File: src/rtl/mem_bus_arbiter.sv
// -----------------------------------------------------------------------------
// mem_bus_arbiter
// Two-master / one-slave AXI4-lite arbiter. The instruction-fetch master (I)
// issues reads only; the load/store master (D) issues reads and writes. One
// transaction is granted at a time, round-robin between the masters, and the
// slave's responses are routed back to the owner. A response watchdog answers
// a hung transaction with SLVERR.
//
// Ports:
//   clk, rstn               clock, synchronous active-low reset
//   i_ar*, i_r*             I master read-address / read-data channels
//   d_ar*, d_r*             D master read-address / read-data channels
//   d_aw*, d_w*, d_b*       D master write-address / write-data / response
//   m_ar*, m_r*             slave read-address / read-data channels
//   m_aw*, m_w*, m_b*       slave write-address / write-data / response
//   grant                   current owner: 00 none, 01 I, 10 D (registered)
// -----------------------------------------------------------------------------
module mem_bus_arbiter #(
   parameter int ADDR_W  = 32,
   parameter int DATA_W  = 32,
   parameter int TIMEOUT = 255
) (
   input  logic                clk,
   input  logic                rstn,
   // I master
   input  logic [ADDR_W-1:0]   i_araddr,
   input  logic                i_arvalid,
   output logic                i_arready,
   output logic [DATA_W-1:0]   i_rdata,
   output logic [1:0]          i_rresp,
   output logic                i_rvalid,
   input  logic                i_rready,
   // D master
   input  logic [ADDR_W-1:0]   d_araddr,
   input  logic                d_arvalid,
   output logic                d_arready,
   output logic [DATA_W-1:0]   d_rdata,
   output logic [1:0]          d_rresp,
   output logic                d_rvalid,
   input  logic                d_rready,
   input  logic [ADDR_W-1:0]   d_awaddr,
   input  logic                d_awvalid,
   output logic                d_awready,
   input  logic [DATA_W-1:0]   d_wdata,
   input  logic [DATA_W/8-1:0] d_wstrb,
   input  logic                d_wvalid,
   output logic                d_wready,
   output logic [1:0]          d_bresp,
   output logic                d_bvalid,
   input  logic                d_bready,
   // slave
   output logic [ADDR_W-1:0]   m_araddr,
   output logic                m_arvalid,
   input  logic                m_arready,
   input  logic [DATA_W-1:0]   m_rdata,
   input  logic [1:0]          m_rresp,
   input  logic                m_rvalid,
   output logic                m_rready,
   output logic [ADDR_W-1:0]   m_awaddr,
   output logic                m_awvalid,
   input  logic                m_awready,
   output logic [DATA_W-1:0]   m_wdata,
   output logic [DATA_W/8-1:0] m_wstrb,
   output logic                m_wvalid,
   input  logic                m_wready,
   input  logic [1:0]          m_bresp,
   input  logic                m_bvalid,
   output logic                m_bready,
   // owner
   output logic [1:0]          grant
);

   localparam int CNT_W = $clog2(TIMEOUT + 1);

   localparam logic [1:0] GRANT_NONE = 2'b00;
   localparam logic [1:0] GRANT_I    = 2'b01;
   localparam logic [1:0] GRANT_D    = 2'b10;
   localparam logic [1:0] RESP_SLV   = 2'b10;

   typedef enum logic [2:0] {
      IDLE = 3'd0,
      I_RD = 3'd1,
      D_RD = 3'd2,
      D_WR = 3'd3,
      ERR  = 3'd4
   } state_t;

   state_t            state, state_next;
   logic [1:0]        grant_next;
   logic              last_d, last_d_next;
   logic [CNT_W-1:0]  cnt, cnt_next;
   // remembers whether the granted D transaction was a write, so ERR knows
   // which response channel to answer on
   logic              err_wr, err_wr_next;

   logic              req_i;
   logic              req_d;
   logic              expire;

   assign req_i  = i_arvalid;
   assign req_d  = d_arvalid | d_awvalid;
   assign expire = (cnt == CNT_W'(TIMEOUT - 1));

   // State, grant, fairness flag and watchdog registers
   always_ff @(posedge clk) begin
      if (!rstn) begin
         state  <= IDLE;
         grant  <= GRANT_NONE;
         last_d <= 1'b0;
         cnt    <= '0;
         err_wr <= 1'b0;
      end else begin
         state  <= state_next;
         grant  <= grant_next;
         last_d <= last_d_next;
         cnt    <= cnt_next;
         err_wr <= err_wr_next;
      end
   end

   // Arbitration, completion/watchdog next-state and channel forwarding
   always_comb begin
      state_next  = state;
      grant_next  = grant;
      last_d_next = last_d;
      cnt_next    = cnt;
      err_wr_next = err_wr;

      i_arready = 1'b0;
      i_rdata   = '0;
      i_rresp   = 2'b00;
      i_rvalid  = 1'b0;
      d_arready = 1'b0;
      d_rdata   = '0;
      d_rresp   = 2'b00;
      d_rvalid  = 1'b0;
      d_awready = 1'b0;
      d_wready  = 1'b0;
      d_bresp   = 2'b00;
      d_bvalid  = 1'b0;
      m_araddr  = '0;
      m_arvalid = 1'b0;
      m_rready  = 1'b0;
      m_awaddr  = '0;
      m_awvalid = 1'b0;
      m_wdata   = '0;
      m_wstrb   = '0;
      m_wvalid  = 1'b0;
      m_bready  = 1'b0;

      case (state)
         IDLE: begin
            // accept and drop any late slave response
            m_rready = 1'b1;
            m_bready = 1'b1;
            cnt_next = '0;
            // I wins a collision only if D had the previous grant
            if (req_i && (!req_d || last_d)) begin
               state_next  = I_RD;
               grant_next  = GRANT_I;
               last_d_next = 1'b0;
               err_wr_next = 1'b0;
            end else if (req_d) begin
               state_next  = d_arvalid ? D_RD : D_WR;
               grant_next  = GRANT_D;
               last_d_next = 1'b1;
               err_wr_next = !d_arvalid;
            end else begin
               state_next = IDLE;
            end
         end

         I_RD: begin
            m_araddr  = i_araddr;
            m_arvalid = i_arvalid;
            i_arready = m_arready;
            i_rdata   = m_rdata;
            i_rresp   = m_rresp;
            i_rvalid  = m_rvalid;
            m_rready  = i_rready;
            if (m_rvalid && i_rready) begin
               state_next = IDLE;
               grant_next = GRANT_NONE;
            end else if (expire) begin
               state_next = ERR;
            end else begin
               cnt_next = cnt + CNT_W'(1);
            end
         end

         D_RD: begin
            m_araddr  = d_araddr;
            m_arvalid = d_arvalid;
            d_arready = m_arready;
            d_rdata   = m_rdata;
            d_rresp   = m_rresp;
            d_rvalid  = m_rvalid;
            m_rready  = d_rready;
            if (m_rvalid && d_rready) begin
               state_next = IDLE;
               grant_next = GRANT_NONE;
            end else if (expire) begin
               state_next = ERR;
            end else begin
               cnt_next = cnt + CNT_W'(1);
            end
         end

         D_WR: begin
            // AW and W forwarded independently; either may complete first
            m_awaddr  = d_awaddr;
            m_awvalid = d_awvalid;
            d_awready = m_awready;
            m_wdata   = d_wdata;
            m_wstrb   = d_wstrb;
            m_wvalid  = d_wvalid;
            d_wready  = m_wready;
            d_bresp   = m_bresp;
            d_bvalid  = m_bvalid;
            m_bready  = d_bready;
            if (m_bvalid && d_bready) begin
               state_next = IDLE;
               grant_next = GRANT_NONE;
            end else if (expire) begin
               state_next = ERR;
            end else begin
               cnt_next = cnt + CNT_W'(1);
            end
         end

         ERR: begin
            // arbiter answers the owner itself; slave side stays quiet
            if (err_wr) begin
               d_bvalid = 1'b1;
               d_bresp  = RESP_SLV;
               if (d_bready) begin
                  state_next = IDLE;
                  grant_next = GRANT_NONE;
               end else begin
                  state_next = ERR;
               end
            end else if (grant == GRANT_I) begin
               i_rvalid = 1'b1;
               i_rresp  = RESP_SLV;
               if (i_rready) begin
                  state_next = IDLE;
                  grant_next = GRANT_NONE;
               end else begin
                  state_next = ERR;
               end
            end else begin
               d_rvalid = 1'b1;
               d_rresp  = RESP_SLV;
               if (d_rready) begin
                  state_next = IDLE;
                  grant_next = GRANT_NONE;
               end else begin
                  state_next = ERR;
               end
            end
         end

         default: begin
            state_next = IDLE;
            grant_next = GRANT_NONE;
            cnt_next   = '0;
         end
      endcase
   end

endmodule

File: config.mk
export PLATFORM = sky130hd
export DESIGN_NAME = mem_bus_arbiter
export DESIGN_NICKNAME = d
export VERILOG_FILES = /design/src/rtl/mem_bus_arbiter.sv
export SDC_FILE = /design/constraint.sdc
export NUM_CORES = 1
export LEC_CHECK = 0
export BUFFER_PORTS_ARGS = -buffer_cell sky130_fd_sc_hd__buf_4
export CORE_AREA = 2 2 140 142
export CTS_BUF_LIST = sky130_fd_sc_hd__clkbuf_16
export CTS_CLUSTER_SIZE = 28
export DETAILED_ROUTE_END_ITERATION = 8
export DIE_AREA = 0 0 142 144
export PLACE_DENSITY = 0.4
export REMOVE_ABC_BUFFERS = 1
export SLEW_MARGIN = 20
export SYNTH_ARGS = -nofsm -noshare
export SYNTH_HDL_FRONTEND = slang
export SYNTH_SLANG_ARGS = --single-unit
File: constraint.sdc
create_clock -name clk -period 2.9 [get_ports clk]
set_input_delay 0.29 -clock clk [delete_from_list [all_inputs] [get_ports clk]]
set_output_delay 0.29 -clock clk [all_outputs]
set_load 0.005 [all_outputs]
=== Yosys cells after proc, flatten, opt, wreduce, memory -nomap -nowiden ===
Index checks and enable logic that the tools add are counted.

* Register bits after elaboration: 15
* Bits of input ports: 182
* Output and inout bits: 184
* Logic and storage cells: 100

* $add $sub $neg: 1
* Equal/unequal tests: 16
* Multiplexer cells: 64
* Bitwise logic cells: 2
* Reduce and logical (&&, ||, !) cells: 12

{| class="wikitable"
|+ Operators by type and width
! kind !! count
|-
| $mux 32 || 4
|-
| $pmux 32 s2 || 1
|-
| $mux 2 || 17
|-
| $mux 8 || 4
|-
| $pmux 8 s4 || 1
|-
| $mux 3 || 9
|-
| $mux 1 || 16
|-
| $pmux 3 s5 || 1
|-
| $ne 2x2->1 const B || 6
|-
| $pmux 2 s2 || 3
|-
| $pmux 1 s2 || 5
|-
| $pmux 2 s5 || 1
|-
| $add 8x1->8 const B || 1
|-
| $eq 8x8->1 const B || 1
|-
| $ne 4x4->1 const B || 2
|-
| $reduce_and 7->1 || 1
|-
| $eq 3x2->1 const B || 2
|-
| $ne 3x3->1 const B || 2
|-
| $logic_and 1x1->1 || 4
|-
| $mux 4 || 1
|-
| $reduce_and 4->1 || 1
|-
| $eq 3x1->1 const B || 1
|-
| $eq 3x3->1 const B || 1
|-
| $logic_not 3->1 || 1
|-
| other kinds (8) || 9
|}

=== Logic depth before layout (Yosys ltp) ===
* Depth after elaboration: 6
* Depth in mapped cells: 7
* Depth with buffers taken out: 7

=== Worst setup path after synthesis ===
OpenSTA, ideal clock, no wires.

* Kind: register to output
* From: reg state[0]
* To: out i_rdata[22]
* Arrival: 1424 ps
* Required time: 2610 ps
* Slack: 1186 ps
* Stages on the path, launching flop included: 7
* Buffers on the path: 3
* Path through: dfxtp_1 > buf_2 > inv_1 > nor3_2 > buf_2 > clkbuf_1 > and2_1

* Longest elaborated chain between the ends: 2

{| class="wikitable"
|+ RTL lines
! what !! line !! text
|-
| from (decl) || 88 || <nowiki>state_t state, state_next;</nowiki>
|-
| from (signal assigned) || 113 || <nowiki>state <= state_next;</nowiki>
|-
| $eq 3x1->1 || 151 || <nowiki>case (state)</nowiki>
|-
| $mux 32 || 151 ||
|-
| to (decl) || 29 || <nowiki>output logic [DATA_W-1:0] i_rdata,</nowiki>
|}

No other way between the ends.

=== Worst setup path in the final report ===
* From: reg state[1]
* To: out m_wdata[23]

* Longest elaborated chain between the ends: 2

{| class="wikitable"
|+ RTL lines
! what !! line !! text
|-
| $eq 3x2->1 || 151 ||
|-
| $mux 32 || 151 ||
|-
| to (decl) || 62 || <nowiki>output logic [DATA_W-1:0] m_wdata,</nowiki>
|}

No other way between the ends.

==> impl_metrics.env <==
export IMPL_r2r_end="cnt[5]"
export IMPL_power_density_nw_per_um2=246
export IMPL_design_area_um2=5380
export IMPL_crit_cells=4
export IMPL_grt_pass1_vias=3605
export IMPL_grt_ovfl_total=0
export IMPL_power_switching_mw=0.433
export IMPL_critical_path_class="reg -> out"
export IMPL_crit_buf_inv=2
export IMPL_syn_area_per_cell_um2=7.02
export IMPL_dieArea_um2=20400
export IMPL_intPower_mw=0.888
export IMPL_multi_input_area_um2=1890
export IMPL_required_ps=2610
export IMPL_crit_path_cell_trace="and3b_2, buf_4, and2_1, buf_4"
export IMPL_crit_end="m_wdata[23]"
export IMPL_outcome="finished clean"
export IMPL_reg2reg_slack_ps=640
export IMPL_cp_slowest_cell="dfxtp_1"
export IMPL_hp_class="in -> reg"
export IMPL_startpoint_type="flip-flop"
export IMPL_regToRegStartpoint="state[2]"
export IMPL_clock_latency_ps=250
export IMPL_arrival_ps=2230
export IMPL_tritoncts="done"
export IMPL_finalCritPeriodShare_pct=86.8
export IMPL_tns_ps=0
export IMPL_dp_final_hpwl_mm=12.3
export IMPL_layout_commonest_cell="buf_4"
export IMPL_clock_sinks=15
export IMPL_fp_dieW_um=142
export IMPL_core_um2=19100
export IMPL_place_area_um2=5300
export IMPL_synthFlopType="dfxtp_1"
export IMPL_hold_violations=0
export IMPL_async_flop_share_pct=0
export IMPL_dr_pass1_iters=4
export IMPL_viasPerCell=4.06
export IMPL_ys_seq_elements=15
export IMPL_drtIter0Drc=103
export IMPL_syn_inst=331
export IMPL_vias=3711
export IMPL_ctsResizeCount=0
export IMPL_final_antenna_net_count=0
export IMPL_row_count=51
export IMPL_n_antenna_cell=0
export IMPL_drive_above_1_share_pct=56.7
export IMPL_synth_edff_count=0
export IMPL_rsz0062_at_grt="false"
export IMPL_ios=366
export IMPL_worstMarginPinSlew_ps=593
export IMPL_synth_cell_type_count=43
export IMPL_postCtsSetupRepairBufs=0
export IMPL_routedWlPerCell_um=15.7
export IMPL_cts_hold_buffers=0
export IMPL_placed_cells=911
export IMPL_drv_cap=0
export IMPL_fp_dieH_um=144
export IMPL_slew_headroom_pct=60.5
export IMPL_setup_viol=0
export IMPL_grt_max_degree=63
export IMPL_p_clk_share_pct=20.2
export IMPL_place_congestion=0.755
export IMPL_cpMostUsedCell="buf_4"
export IMPL_start_util_pct=12.2
export IMPL_seqPwrFrac_pct=18.6
export IMPL_cts_buffer_depth=2
export IMPL_htreeDepth=1
export IMPL_clk_pin_slew_ps=50
export IMPL_vdd_ir_drop_max_v=0.000122
export IMPL_routed_wl_mm=14.3
export IMPL_cp_max_fo=46
export IMPL_reg2reg_depth=5
export IMPL_p_comb_share_pct=61.3
export IMPL_final_cells=915
export IMPL_max_stage_delay_ps=640
export IMPL_grt_pass1_wl_mm=19.6
export IMPL_synth_seq_area_share_pct=12.9
export IMPL_holdWs_ps=353
export IMPL_worstSetupStartpoint="state[1]"
export IMPL_p_leak_nw=2.85
export IMPL_fmax_ghz=0.397
export IMPL_critPathTopFamily="simple AND/OR/NAND/NOR gates"
export IMPL_syn2layout_area_growth_pct=131
export IMPL_nFillCells=2073
export IMPL_swShare_pct=32.8
export IMPL_cts_inserted_buffers=3
export IMPL_yosysWarnings=0
export IMPL_slew_violations=0
export IMPL_skew_ps=0.702
export IMPL_io_buffers=365
export IMPL_min_period_ps=2520
export IMPL_endpoint_kind="output port"
export IMPL_syn_area_um2=2320
export IMPL_antenna_found_initial=0
export IMPL_grt_usage_pct=12.1
export IMPL_seq_area_um2=300
export IMPL_post_route_drc_count=0
export IMPL_final_cell_mix="buf_4 (371), and2_1 (143), a22o_1 (35), nor2_1 (16), dfxtp_1 (15)"
export IMPL_root_buffer="clkbuf_16"
export IMPL_finalNetCount=862
export IMPL_fin_util_pct=28.2
-- Yosys cell counts (3+ instances only) --
cell type | instances | area share (%)
nand2_1 | 11 | 1.8
nand3_1 | 7 | 1.5
o21ai_0 | 5 | 1.1
a21o_1 | 6 | 1.9
dfxtp_1 | 15 | 13
nor3_1 | 3 | 0.65
o21a_1 | 3 | 0.97
inv_1 | 7 | 1.1
nor2_1 | 16 | 2.6
nor3b_1 | 4 | 1.3
a21oi_1 | 8 | 1.7
and2_1 | 143 | 38
buf_2 | 7 | 1.5
a22o_1 | 35 | 13
xnor2_1 | 3 | 1.1
a31oi_1 | 3 | 0.81
clkbuf_1 | 21 | 3.4
-- layer usage --
metal | vias up | routed length, um | track usage (%)
met5 | - | 0 | 0
met4 | 0 | 71 | 1.74
met3 | 5 | 1260 | 2.35
met2 | 229 | 7570 | 23.5
met1 | 1664 | 5450 | 14.1
li1 | 1813 | - | -
-- registers in the layout (all words and copies together) (netlist names) --
signal	count
err_wr	1
grant	2
last_d	1
state	3
cnt	8
-- area by class of cell --
class	count	share of cell area, %
clock inverter	1	0.0698
tap	238	5.54
timing repair buffer	371	51.8
sequential	15	5.59
inverter	7	0.489
clock buffer	3	1.40
multi-input combinational	280	35.1
-- cell families after synthesis --
| kind of cell | Yosys count | share of synthesized area [%] |
|---|---|---|
| buffers and inverters | 36 | 6.51 |
| muxes | 3 | 1.35 |
| xor gates and xnor gates | 3 | 1.13 |
| DFF | 15 | 12.9 |
| adders and majority gates | 2 | 1.08 |
| and+or+nand+nor | 204 | 54.0 |
| AOI/OAI and AO/OA | 68 | 23.0 |
-- worst reg2reg max path, delay by kind of cell, from the launching register on --
kind / cells / cell delay, ps
AO/OA/AOI/OAI: 3 / 700
flip-flops: 1 / 620
AND/OR/NAND/NOR: 2 / 820
-- power groups by stage --
| stage | logic, mW | registers, mW | clock network (mW) |
|---|---|---|---|
| final | 0.810 | 0.245 | 0.266 |
| after global routing | 0.884 | 0.248 | 0.286 |
| after CTS | 0.827 | 0.245 | 0.272 |
| after detailed placement | 0.825 | 0.249 | 0 |
| after global placement | 0.822 | 0.248 | 0 |
| after floorplan | 0.277 | 0.241 | 0 |
-- through the flow --
step	setup WS [ps]	power (mW)
2_1_floorplan	16.6	0.519
3_3_place_gp	714	1.07
3_5_place_dp	631	1.07
4_1_cts	363	1.34
5_1_grt	158	1.42
6_report	384	1.32
-- worst min-delay path by stage --
stage | startpoint | endpoint | slack [ps] | depth (start not counted)
3_3_place_gp | cnt[1] | cnt[1] | 490 | 2
4_1_cts | rstn | err_wr | 350 | 2
6_report | rstn | err_wr | 350 | 2
3_5_place_dp | cnt[1] | cnt[1] | 510 | 2
2_1_floorplan | rstn | err_wr | 410 | 1
5_1_grt | rstn | err_wr | 350 | 2
(Power assumes the default switching activity.)
